<file path="config.mk">
export PLATFORM = sky130hd
export DESIGN_NAME = block_sad_search_flat
export DESIGN_NICKNAME = d
export VERILOG_FILES = /design/src/rtl/stereo_pkg.sv /design/src/rtl/block_sad_search_if.sv /design/src/rtl/sad_row.sv /design/src/rtl/block_sad_search.sv /design/src/flat_wrapper.sv
export SDC_FILE = /design/constraint.sdc
export NUM_CORES = 2
export LEC_CHECK = 0
export ABC_AREA = 1
export BUFFER_PORTS_ARGS = -buffer_cell sky130_fd_sc_hd__buf_2
export CAP_MARGIN = 20
export CORE_MARGIN = 5
export CORE_UTILIZATION = 50
export DETAILED_ROUTE_END_ITERATION = 7
export PLACE_DENSITY_LB_ADDON = 0.08
export SYNTH_ARGS = -nofsm -noshare
export SYNTH_HDL_FRONTEND = slang
export SYNTH_HIERARCHICAL = 1
export SYNTH_SLANG_ARGS = --single-unit
</file>
<file path="constraint.sdc">
create_clock -name clk_in -period 3.37 [get_ports clk_in]
set_clock_uncertainty 0.1 [all_clocks]
set_input_delay 1.011 -clock clk_in [delete_from_list [all_inputs] [get_ports clk_in]]
set_output_delay 1.011 -clock clk_in [all_outputs]
set_load 0.1 [all_outputs]
</file>
<file path="src/rtl/stereo_pkg.sv">
// Shared types and constants for the stereo block-matching SAD search.
package stereo_pkg;

  localparam int BLOCK_SIZE    = 6;
  localparam int PIX_W         = 8;
  localparam int ROW_W         = BLOCK_SIZE * PIX_W;
  localparam int SAD_W         = 14;
  localparam int ROW_SUM_W     = 11;
  localparam int DISP_W        = 6;
  localparam int REJECT_THRESH = 2000;

  typedef logic [ROW_W-1:0]     row_t;
  typedef row_t [BLOCK_SIZE-1:0] block_t;
  typedef logic [SAD_W-1:0]     sad_t;
  typedef logic [ROW_SUM_W-1:0] row_sum_t;
  typedef logic [DISP_W-1:0]    disp_t;

  typedef enum logic {
    ST_IDLE   = 1'b0,
    ST_SEARCH = 1'b1
  } state_e;

  // Side-band tag that travels with each candidate through the pipeline.
  typedef struct packed {
    logic  vld;
    logic  first;
    logic  last;
    disp_t disp;
  } tag_t;

  function automatic logic [PIX_W-1:0] abs_diff(input logic [PIX_W-1:0] a,
                                                input logic [PIX_W-1:0] b);
    return (a > b) ? (a - b) : (b - a);
  endfunction

endpackage

</file>
<file path="src/rtl/block_sad_search_if.sv">
// Candidate-beat input bus and search-result output bus of block_sad_search.
interface block_sad_search_if;
  import stereo_pkg::*;

  logic   valid_in;
  logic   first_in;
  logic   last_in;
  disp_t  disp_in;
  block_t left_block;
  block_t right_block;

  logic   busy_out;
  logic   valid_out;
  disp_t  best_disp;
  sad_t   best_sad;
  logic   reject_out;

  modport master (
    output valid_in, first_in, last_in, disp_in, left_block, right_block,
    input  busy_out, valid_out, best_disp, best_sad, reject_out
  );

  modport slave (
    input  valid_in, first_in, last_in, disp_in, left_block, right_block,
    output busy_out, valid_out, best_disp, best_sad, reject_out
  );

endinterface

</file>
<file path="src/rtl/sad_row.sv">
// One block row: registered per-pixel absolute differences, then registered row sum.
module sad_row
  import stereo_pkg::*;
(
  input  logic     clk_i,
  input  logic     rst_i,
  input  row_t     left_row_i,
  input  row_t     right_row_i,
  output row_sum_t row_sum_o
);

  logic [BLOCK_SIZE-1:0][PIX_W-1:0] diff_d, diff_q;
  row_sum_t                         sum_d, sum_q;

  // Unsigned absolute difference per pixel.
  always_comb begin
    diff_d = '0;
    for (int k = 0; k < BLOCK_SIZE; k++) begin
      diff_d[k] = abs_diff(left_row_i[k*PIX_W +: PIX_W], right_row_i[k*PIX_W +: PIX_W]);
    end
  end

  // Row sum of the registered differences (6 * 255 fits in 11 bits).
  always_comb begin
    sum_d = '0;
    for (int k = 0; k < BLOCK_SIZE; k++) begin
      sum_d = sum_d + row_sum_t'(diff_q[k]);
    end
  end

  // S1 and S2 pipeline registers.
  always_ff @(posedge clk_i or posedge rst_i) begin
    if (rst_i) begin
      diff_q <= '0;
      sum_q  <= '0;
    end else begin
      diff_q <= diff_d;
      sum_q  <= sum_d;
    end
  end

  assign row_sum_o = sum_q;

endmodule

</file>
<file path="src/rtl/block_sad_search.sv">
// 6x6 SAD disparity search: pipelined SAD per candidate, minimum tracking,
// one result pulse per completed search.
// Optional: define SAD_REJECT_EN to flag results whose SAD exceeds REJECT_THRESH.
module block_sad_search
  import stereo_pkg::*;
(
  input  logic clk_in,
  input  logic rst_in,
  block_sad_search_if.slave bus
);

  state_e   state_q, state_d;
  logic     accept;
  tag_t     tag_in, tag_s1_q, tag_s2_q, tag_s3_q;
  row_sum_t row_sum [BLOCK_SIZE];
  sad_t     sad_d, sad_s3_q;
  sad_t     min_q;
  disp_t    best_q;
  logic     trk_last_q;
  logic     valid_out_q;
  sad_t     best_sad_q;
  disp_t    best_disp_q;

  // Search FSM: decides which beats enter the pipeline.
  always_comb begin
    state_d = state_q;
    accept  = 1'b0;
    case (state_q)
      ST_IDLE: begin
        if (bus.valid_in && bus.first_in) begin
          accept  = 1'b1;
          state_d = bus.last_in ? ST_IDLE : ST_SEARCH;
        end
      end
      ST_SEARCH: begin
        if (bus.valid_in) begin
          accept = 1'b1;
          if (bus.last_in) state_d = ST_IDLE;
        end
      end
      default: state_d = ST_IDLE;
    endcase
  end

  // FSM state register.
  always_ff @(posedge clk_in or posedge rst_in) begin
    if (rst_in) state_q <= ST_IDLE;
    else        state_q <= state_d;
  end

  assign tag_in = '{vld: accept, first: bus.first_in, last: bus.last_in, disp: bus.disp_in};

  for (genvar r = 0; r < BLOCK_SIZE; r++) begin : g_row
    sad_row u_row (
      .clk_i       (clk_in),
      .rst_i       (rst_in),
      .left_row_i  (bus.left_block[r]),
      .right_row_i (bus.right_block[r]),
      .row_sum_o   (row_sum[r])
    );
  end

  // Block SAD from the six row sums.
  always_comb begin
    sad_d = '0;
    for (int r = 0; r < BLOCK_SIZE; r++) begin
      sad_d = sad_d + sad_t'(row_sum[r]);
    end
  end

  // Tag pipeline alongside S1/S2 and the S3 block SAD register.
  always_ff @(posedge clk_in or posedge rst_in) begin
    if (rst_in) begin
      tag_s1_q <= '0;
      tag_s2_q <= '0;
      tag_s3_q <= '0;
      sad_s3_q <= '0;
    end else begin
      tag_s1_q <= tag_in;
      tag_s2_q <= tag_s1_q;
      tag_s3_q <= tag_s2_q;
      sad_s3_q <= sad_d;
    end
  end

  // Minimum tracker: first tag reloads, otherwise strict less-than keeps the earlier candidate on ties.
  always_ff @(posedge clk_in or posedge rst_in) begin
    if (rst_in) begin
      min_q      <= '1;
      best_q     <= '0;
      trk_last_q <= 1'b0;
    end else begin
      trk_last_q <= tag_s3_q.vld && tag_s3_q.last;
      if (tag_s3_q.vld && (tag_s3_q.first || (sad_s3_q < min_q))) begin
        min_q  <= sad_s3_q;
        best_q <= tag_s3_q.disp;
      end
    end
  end

  // Result register: captures the tracker one cycle after the last candidate, holds between pulses.
  always_ff @(posedge clk_in or posedge rst_in) begin
    if (rst_in) begin
      valid_out_q <= 1'b0;
      best_sad_q  <= '0;
      best_disp_q <= '0;
    end else begin
      valid_out_q <= trk_last_q;
      if (trk_last_q) begin
        best_sad_q  <= min_q;
        best_disp_q <= best_q;
      end
    end
  end

`ifdef SAD_REJECT_EN
  logic reject_q;

  // Reliability flag, updated together with each result pulse.
  always_ff @(posedge clk_in or posedge rst_in) begin
    if (rst_in)          reject_q <= 1'b0;
    else if (trk_last_q) reject_q <= (min_q > sad_t'(REJECT_THRESH));
  end

  assign bus.reject_out = reject_q;
`else
  assign bus.reject_out = 1'b0;
`endif

  assign bus.valid_out = valid_out_q;
  assign bus.best_sad  = best_sad_q;
  assign bus.best_disp = best_disp_q;
  assign bus.busy_out  = (state_q == ST_SEARCH) || tag_s1_q.vld || tag_s2_q.vld ||
                         tag_s3_q.vld || trk_last_q;

endmodule

</file>
<file path="src/flat_wrapper.sv">
// flat-port wrapper written by rule: the top's interface ports become plain ports
module block_sad_search_flat import stereo_pkg::*;
  (clk_in, rst_in, bus_valid_in, bus_first_in, bus_last_in, bus_disp_in, bus_left_block, bus_right_block, bus_busy_out, bus_valid_out, bus_best_disp, bus_best_sad, bus_reject_out);
  block_sad_search_if bus_i ();
  input  logic clk_in;
  input  logic rst_in;
  input wire logic [$bits(bus_i.valid_in)-1:0] bus_valid_in;
  input wire logic [$bits(bus_i.first_in)-1:0] bus_first_in;
  input wire logic [$bits(bus_i.last_in)-1:0] bus_last_in;
  input wire logic [$bits(bus_i.disp_in)-1:0] bus_disp_in;
  input wire logic [$bits(bus_i.left_block)-1:0] bus_left_block;
  input wire logic [$bits(bus_i.right_block)-1:0] bus_right_block;
  output wire logic [$bits(bus_i.busy_out)-1:0] bus_busy_out;
  output wire logic [$bits(bus_i.valid_out)-1:0] bus_valid_out;
  output wire logic [$bits(bus_i.best_disp)-1:0] bus_best_disp;
  output wire logic [$bits(bus_i.best_sad)-1:0] bus_best_sad;
  output wire logic [$bits(bus_i.reject_out)-1:0] bus_reject_out;
  assign bus_i.valid_in = bus_valid_in;
  assign bus_i.first_in = bus_first_in;
  assign bus_i.last_in = bus_last_in;
  assign bus_i.disp_in = bus_disp_in;
  assign bus_i.left_block = bus_left_block;
  assign bus_i.right_block = bus_right_block;
  assign bus_busy_out = bus_i.busy_out;
  assign bus_valid_out = bus_i.valid_out;
  assign bus_best_disp = bus_i.best_disp;
  assign bus_best_sad = bus_i.best_sad;
  assign bus_reject_out = bus_i.reject_out;
  block_sad_search u_core (.clk_in(clk_in), .rst_in(rst_in), .bus(bus_i));
endmodule
</file>
# Word-level counts from Yosys, hierarchy flattened
# Index checks and enable logic that the tools add are counted.
# classes
add_sub_neg,107
n_mux,43
n_bitwise,1
shift,0
div,0
eq_ne,0
n_lt_le_gt_ge,37
mul,0
reduce_logical,8
# ops
cell,count
$sub 8x8->8,72
$gt 8x8->1,36
$mux 8,36
$add 11x8->11,12
$add 10x8->11,6
$add 9x8->10,6
$add 14x11->14,4
$add 8x8->9,6
$lt 14x14->1,1
$add 11x11->12,1
$logic_or 1x1->1,5
$mux 1,5
$pmux 1 s2,2
$logic_and 1x1->1,3
$not 1->1,1
# word_totals
ramBits,0
memories,0
rom_bits,0
input_bits,587
latchBits,0
regBits,438

# Logic depth before layout (Yosys ltp)
# depth
depth_word,5
mapped_depth,14
ltp_nobuf,14

# By module
# The synthesis kept the hierarchy.
# by_module_without_submodules
mod,cells_per_inst,area_each_um2,seq_area_each_um2,instances
sad_row (u_core.g_row[3].u_row),1163,7906.3,1476.4,1
sad_row (u_core.g_row[1].u_row),1159,7860.0,1476.4,1
sad_row (u_core.g_row[5].u_row),1157,7850.0,1476.4,1
sad_row (u_core.g_row[0].u_row),1160,7837.5,1476.4,1
sad_row (u_core.g_row[2].u_row),1153,7818.7,1476.4,1
sad_row (u_core.g_row[4].u_row),1151,7786.2,1476.4,1
block_sad_search,518,4865.9,2119.5,1

# Least setup slack after synthesis
# Ideal clock, no wire load.
# synth_timing
kind,reg2reg
start,reg u_core.g_row[5].u_row.sum_q[2]
end,reg u_core.sad_s3_q[10]
period_less_slack_ns,3.432
n_path_buf,0
arrival_time_ns,3.205
slack_ns,-0.062
t_required_ns,3.143
setup_time_ns,0.127
path_stages_with_launch,13
cell_sequence,dfrtp_1 > fa_1 > inv_1 > fa_1 > fa_1 > inv_1 > ha_1 > fa_1 > nand3_1 > nand2_1 > a21oi_1 > o21ai_1 > xor2_1
# synth_via
elab_chain_len,1
# synth_rtl
item,line,rtl
"start, declared",sad_row.sv:13,"row_sum_t sum_d, sum_q;"
"start signal, assigned",sad_row.sv:38,sum_q <= sum_d;
$add 14x11->14,block_sad_search.sv:67,sad_d = sad_d + sad_t'(row_sum[r]);
named net u_core.sad_d[10],block_sad_search.sv:16,"sad_t sad_d, sad_s3_q;"
"end signal, assigned",block_sad_search.sv:77,sad_s3_q <= '0;
"end signal, assigned",block_sad_search.sv:82,sad_s3_q <= sad_d;
"end, declared",block_sad_search.sv:16,
# The timed path passes the listed nets, and every way through them passes these cells.
# A chain may end at the register's enable or synchronous reset.

# Worst setup path after layout
# layout_timing
start,reg u_core.g_row[5].u_row.sum_q[7]
end,reg u_core.sad_s3_q[8]
# The elaborated chain is that of the path after synthesis.

==> run_results.csv <==
group,metric,value,unit
status,outcome,"finished with violations",
status,violations,"design-rule violations",
global_route,grt_pass1_wl,215,mm
floorplan,die-area,110000,um^2
synth,yosys_warnings,6,
worst_setup_path,worstSetupPathType,"reg -> reg",
global_route,antenna_found_initial,41,
floorplan,ios,610,
cts,cts.path.max_buffers,3,
worst_setup_path,r2r_cells,13,
placed_design,globalplace.congestion,0.907,
route,wire_per_inst,13.9,um
route,via_per_inst,4.68,
synth,syn-cell-area,51900,um^2
route,drtAntennaViolNets,0,
cts,cts.sinks,438,
sta,worst_pin_slew,0.853,ns
worst_setup_path,cp_num_cells,13,
synth,yosysUniqueCellTypes,37,
worst_setup_path,cp_top_family,"adder cells",
sta,final-hold-violation-count,0,
placed_design,place_ws,-0.107,ns
min_path,min_from,"u_core/tag_s1_q[0]",
sta,layout_min_cycle_time,3.35,ns
route,dr.pass1.iters,8,
final_layout,syn_to_final_growth,12.6,%
worst_setup_path,endpoint_kind,"flip-flop",
min_path,holdPathEnd,"u_core/tag_s2_q[0]",
min_path,hold_depth,0,
sta,timing.final.crit_share,0.993,
worst_setup_path,rrSetupSlack,0.02,ns
pwr,p_seq_frac,0.131,
worst_setup_path,cpMaxStageDelayCell,"fa_2",
worst_setup_path,cp.arrival,3.71,ns
final_layout,final_cell_mix,"2308 x nand2_1, 2060 x inv_1, 608 x buf_2",
worst_setup_path,crit_path_max_fanout,3,
worst_setup_path,worstPathRequired,3.74,ns
floorplan,die_w,332,um
synth,synth_edf_count,0,
final_layout,layout_commonest_cell,"nand2_1",
pwr,p_int,0.0318,W
job,drv_cap,0,
pwr,p_leak,36.5,nW
floorplan,initial_utilization,0.502,
sta,setup_tns,0,ns
global_route,grt_pass1_vias,43564,
cts,clkTransAtPathRegs,0.06,ns
sta,maxSlewViolCount,0,
worst_setup_path,path_cells,"inv_1 > fa_2 > inv_2 > fa_1 > inv_1 > fa_1 > inv_1 > ha_4 > inv_2 > o21ai_2 > a21oi_4 > buf_6 > xor2_1",
worst_setup_path,path_common_cell,"inv_1",
synth,ys_ff_latch,438,
sta,max-slew-margin-rel,0.431,
route,vias,44308,
sta,grt_setup_unrepaired,"yes",
min_path,hold_class,"reg -> reg",
pwr,sw_frac_of_total,0.494,
pwr,power_density,1070,nW/um^2
global_route,grtUsageTotal,0.234,
route,drc,2,
cts,postCtsHoldBufs,0,
worst_setup_path,crit_buf_inv,6,
final_layout,drive_above_1_share,0.136,
pwr,ir_drop,2.14,mV
synth,synth_seq_area_share,0.211,
pwr,p_comb_frac,0.775,
placed_design,port-buffer-count,608,
global_route,gr-total-overflow,0,
cts,clock_latency,0.59,ns
final_layout,final_area,58500,um^2
synth,ys.flop_type,"dfrtp_1",
sta,hold-worst-slack,0.246,ns
pwr,p_switching,0.0311,W
worst_setup_path,reg2reg_from,"u_core/g_row[5].u_row/row_sum_o[7]",
synth,syn_inst,7461,
placed_design,dpl-instance-area,56000,um^2
sta,setup_slack,0.0229,ns
cts,numCtsBuffers,51,
synth,postSynthNetCount,8968,
cts,h-tree-depth,2,
sta,max_freq,0.299,GHz
route,wl,132,mm
sta,setup_violations,0,
floorplan,num_rows,118,
floorplan,die_height,332,um
route,drt_iter0_markers,2276,
placed_design,dpl.hpwl,114,mm
worst_setup_path,r2r-end,"u_core/sad_s3_q[8]",
floorplan,core,103000,um^2
synth,synthArstFlopShare,1.00,
global_route,grt_max_degree,60,
pwr,clockPowerShare,0.094,
worst_setup_path,cp-start-kind,"flip-flop",
synth,syn_avg_cell_area,6.96,um^2
cts,cts-root-buf,"clkbuf_16",
final_layout,fin_nets,9534,
cts,cts_tree,"built",
final_layout,final_core_util,0.566,
worst_setup_path,max_stage_delay,0.62,ns
final_layout,fillers,10223,
-- worst max-delay path by stage --
stage                                             from                   to  slack, ns
floorplan           u_core/g_row[5].u_row/row_sum_o[2]  u_core/sad_s3_q[10]       0.03
global placement    u_core/g_row[5].u_row/row_sum_o[7]  u_core/sad_s3_q[12]      -0.06
detailed placement  u_core/g_row[5].u_row/row_sum_o[7]  u_core/sad_s3_q[12]      -0.11
CTS                 u_core/g_row[5].u_row/row_sum_o[2]  u_core/sad_s3_q[10]      -0.02
global route        u_core/g_row[5].u_row/row_sum_o[7]  u_core/sad_s3_q[10]      -0.09
finish              u_core/g_row[5].u_row/row_sum_o[7]   u_core/sad_s3_q[8]       0.02
-- power by group through the flow --
| stage | logic, W | clock network, W | registers [W] |
|---|---|---|---|
| floorplan | 0.0274 | 0 | 0.00884 |
| global placement | 0.0405 | 0 | 0.00826 |
| detailed placement | 0.0411 | 0 | 0.00830 |
| CTS | 0.0427 | 0.00611 | 0.00822 |
| global route | 0.0547 | 0.00632 | 0.00838 |
| finish | 0.0487 | 0.00592 | 0.00820 |
-- repair_timing --
action / in CTS / in global routing
endpoints found under the setup margin: 16 / 37
buffers inserted: 0 / 4
resized for setup: 25 / 107
pin swaps: 5 / 61
-- per-stage QoR --
stage | total power (W) | cells
2_1_floorplan | 0.0362 | 7461
3_3_place_gp | 0.0488 | 9350
3_5_place_dp | 0.0494 | 9350
4_1_cts | 0.0571 | 9445
5_1_grt | 0.0694 | 9466
6_report | 0.0628 | 9470
-- sequential cells by signal, summed over array words and instances, names as in the netlist, 6 cells and up --
name and cells:
u_core/tag_s3_q 9, u_core/best_q 6, u_core/min_q 14, u_core/sad_s3_q 14, u_core/bus.best_disp 6, u_core/g_row.u_row/diff_q 288, u_core/tag_s2_q 9, u_core/tag_s1_q 9
u_core/g_row.u_row/row_sum_o 66, u_core/bus.best_sad 14
-- layer usage --
| metal | track usage | wire length [um] | vias to the layer above |
|---|---|---|---|
| met4 | 0.0532 | 3060 | 2 |
| li1 | - | - | 23013 |
| met2 | 0.418 | 65200 | 834 |
| met1 | 0.305 | 58100 | 20283 |
| met3 | 0.0286 | 5460 | 176 |
| met5 | 0 | 13 | - |
-- cell families (layout without fill, tap and decap cells) --
group           count (synthesis)  count (layout)  synth area share
xor+xnor                      259             259            0.0437
buf+inv                      2226            2834             0.172
simple gates                 3225            3225             0.261
compound gates                392             392            0.0452
other cells                     1              22         0.0000722
flops                         438             438             0.211
fa+ha+maj                     920             920             0.266
-- cell usage after synthesis (5+ instances only) --
master | count | share of area
a21oi_1 | 234 | 0.023
or2_2 | 8 | 0.00096
nand3b_1 | 30 | 0.0043
nand2_2 | 58 | 0.0070
nand2_1 | 2320 | 0.17
fa_1 | 308 | 0.12
nor2_2 | 32 | 0.0039
o21ai_2 | 89 | 0.015
nor2_1 | 123 | 0.0089
nand3_2 | 18 | 0.0035
buf_4 | 12 | 0.0017
o21bai_1 | 6 | 0.00087
nand3_1 | 503 | 0.048
a21o_1 | 6 | 0.00087
ha_1 | 612 | 0.15
or2_4 | 11 | 0.0019
o21ai_0 | 25 | 0.0024
buf_6 | 61 | 0.013
xor2_1 | 212 | 0.036
o21ai_1 | 23 | 0.0022
inv_1 | 2086 | 0.15
clkbuf_1 | 5 | 0.00036
or2_1 | 23 | 0.0028
dfrtp_1 | 424 | 0.20
dfstp_2 | 14 | 0.0071
xnor2_1 | 47 | 0.0079
nand4_1 | 93 | 0.011
a22oi_1 | 6 | 0.00087
buf_2 | 59 | 0.0057
-- layout make-up --
class                      instances  area, um^2  area share
timing repair buffer             650        3430      0.0586
sequential                       438       11000       0.188
multi-input combinational       4797       32600       0.558
tap                             1380        1730      0.0295
antenna                           21        52.6    0.000899
clock buffer                      70        1480      0.0253
inverter                        2089        7850       0.134
clock inverter                    25         345     0.00591
-- worst register-to-register path, stage by stage, from the launching register on --
cell	delay (ns)
dfrtp_1	0.32
inv_1	0.06
fa_2	0.62
inv_2	0.05
fa_1	0.52
inv_1	0.05
fa_1	0.54
inv_1	0.07
ha_4	0.28
inv_2	0.06
o21ai_2	0.24
a21oi_4	0.06
buf_6	0.12
xor2_1	0.14
(Power assumes the default switching activity.)
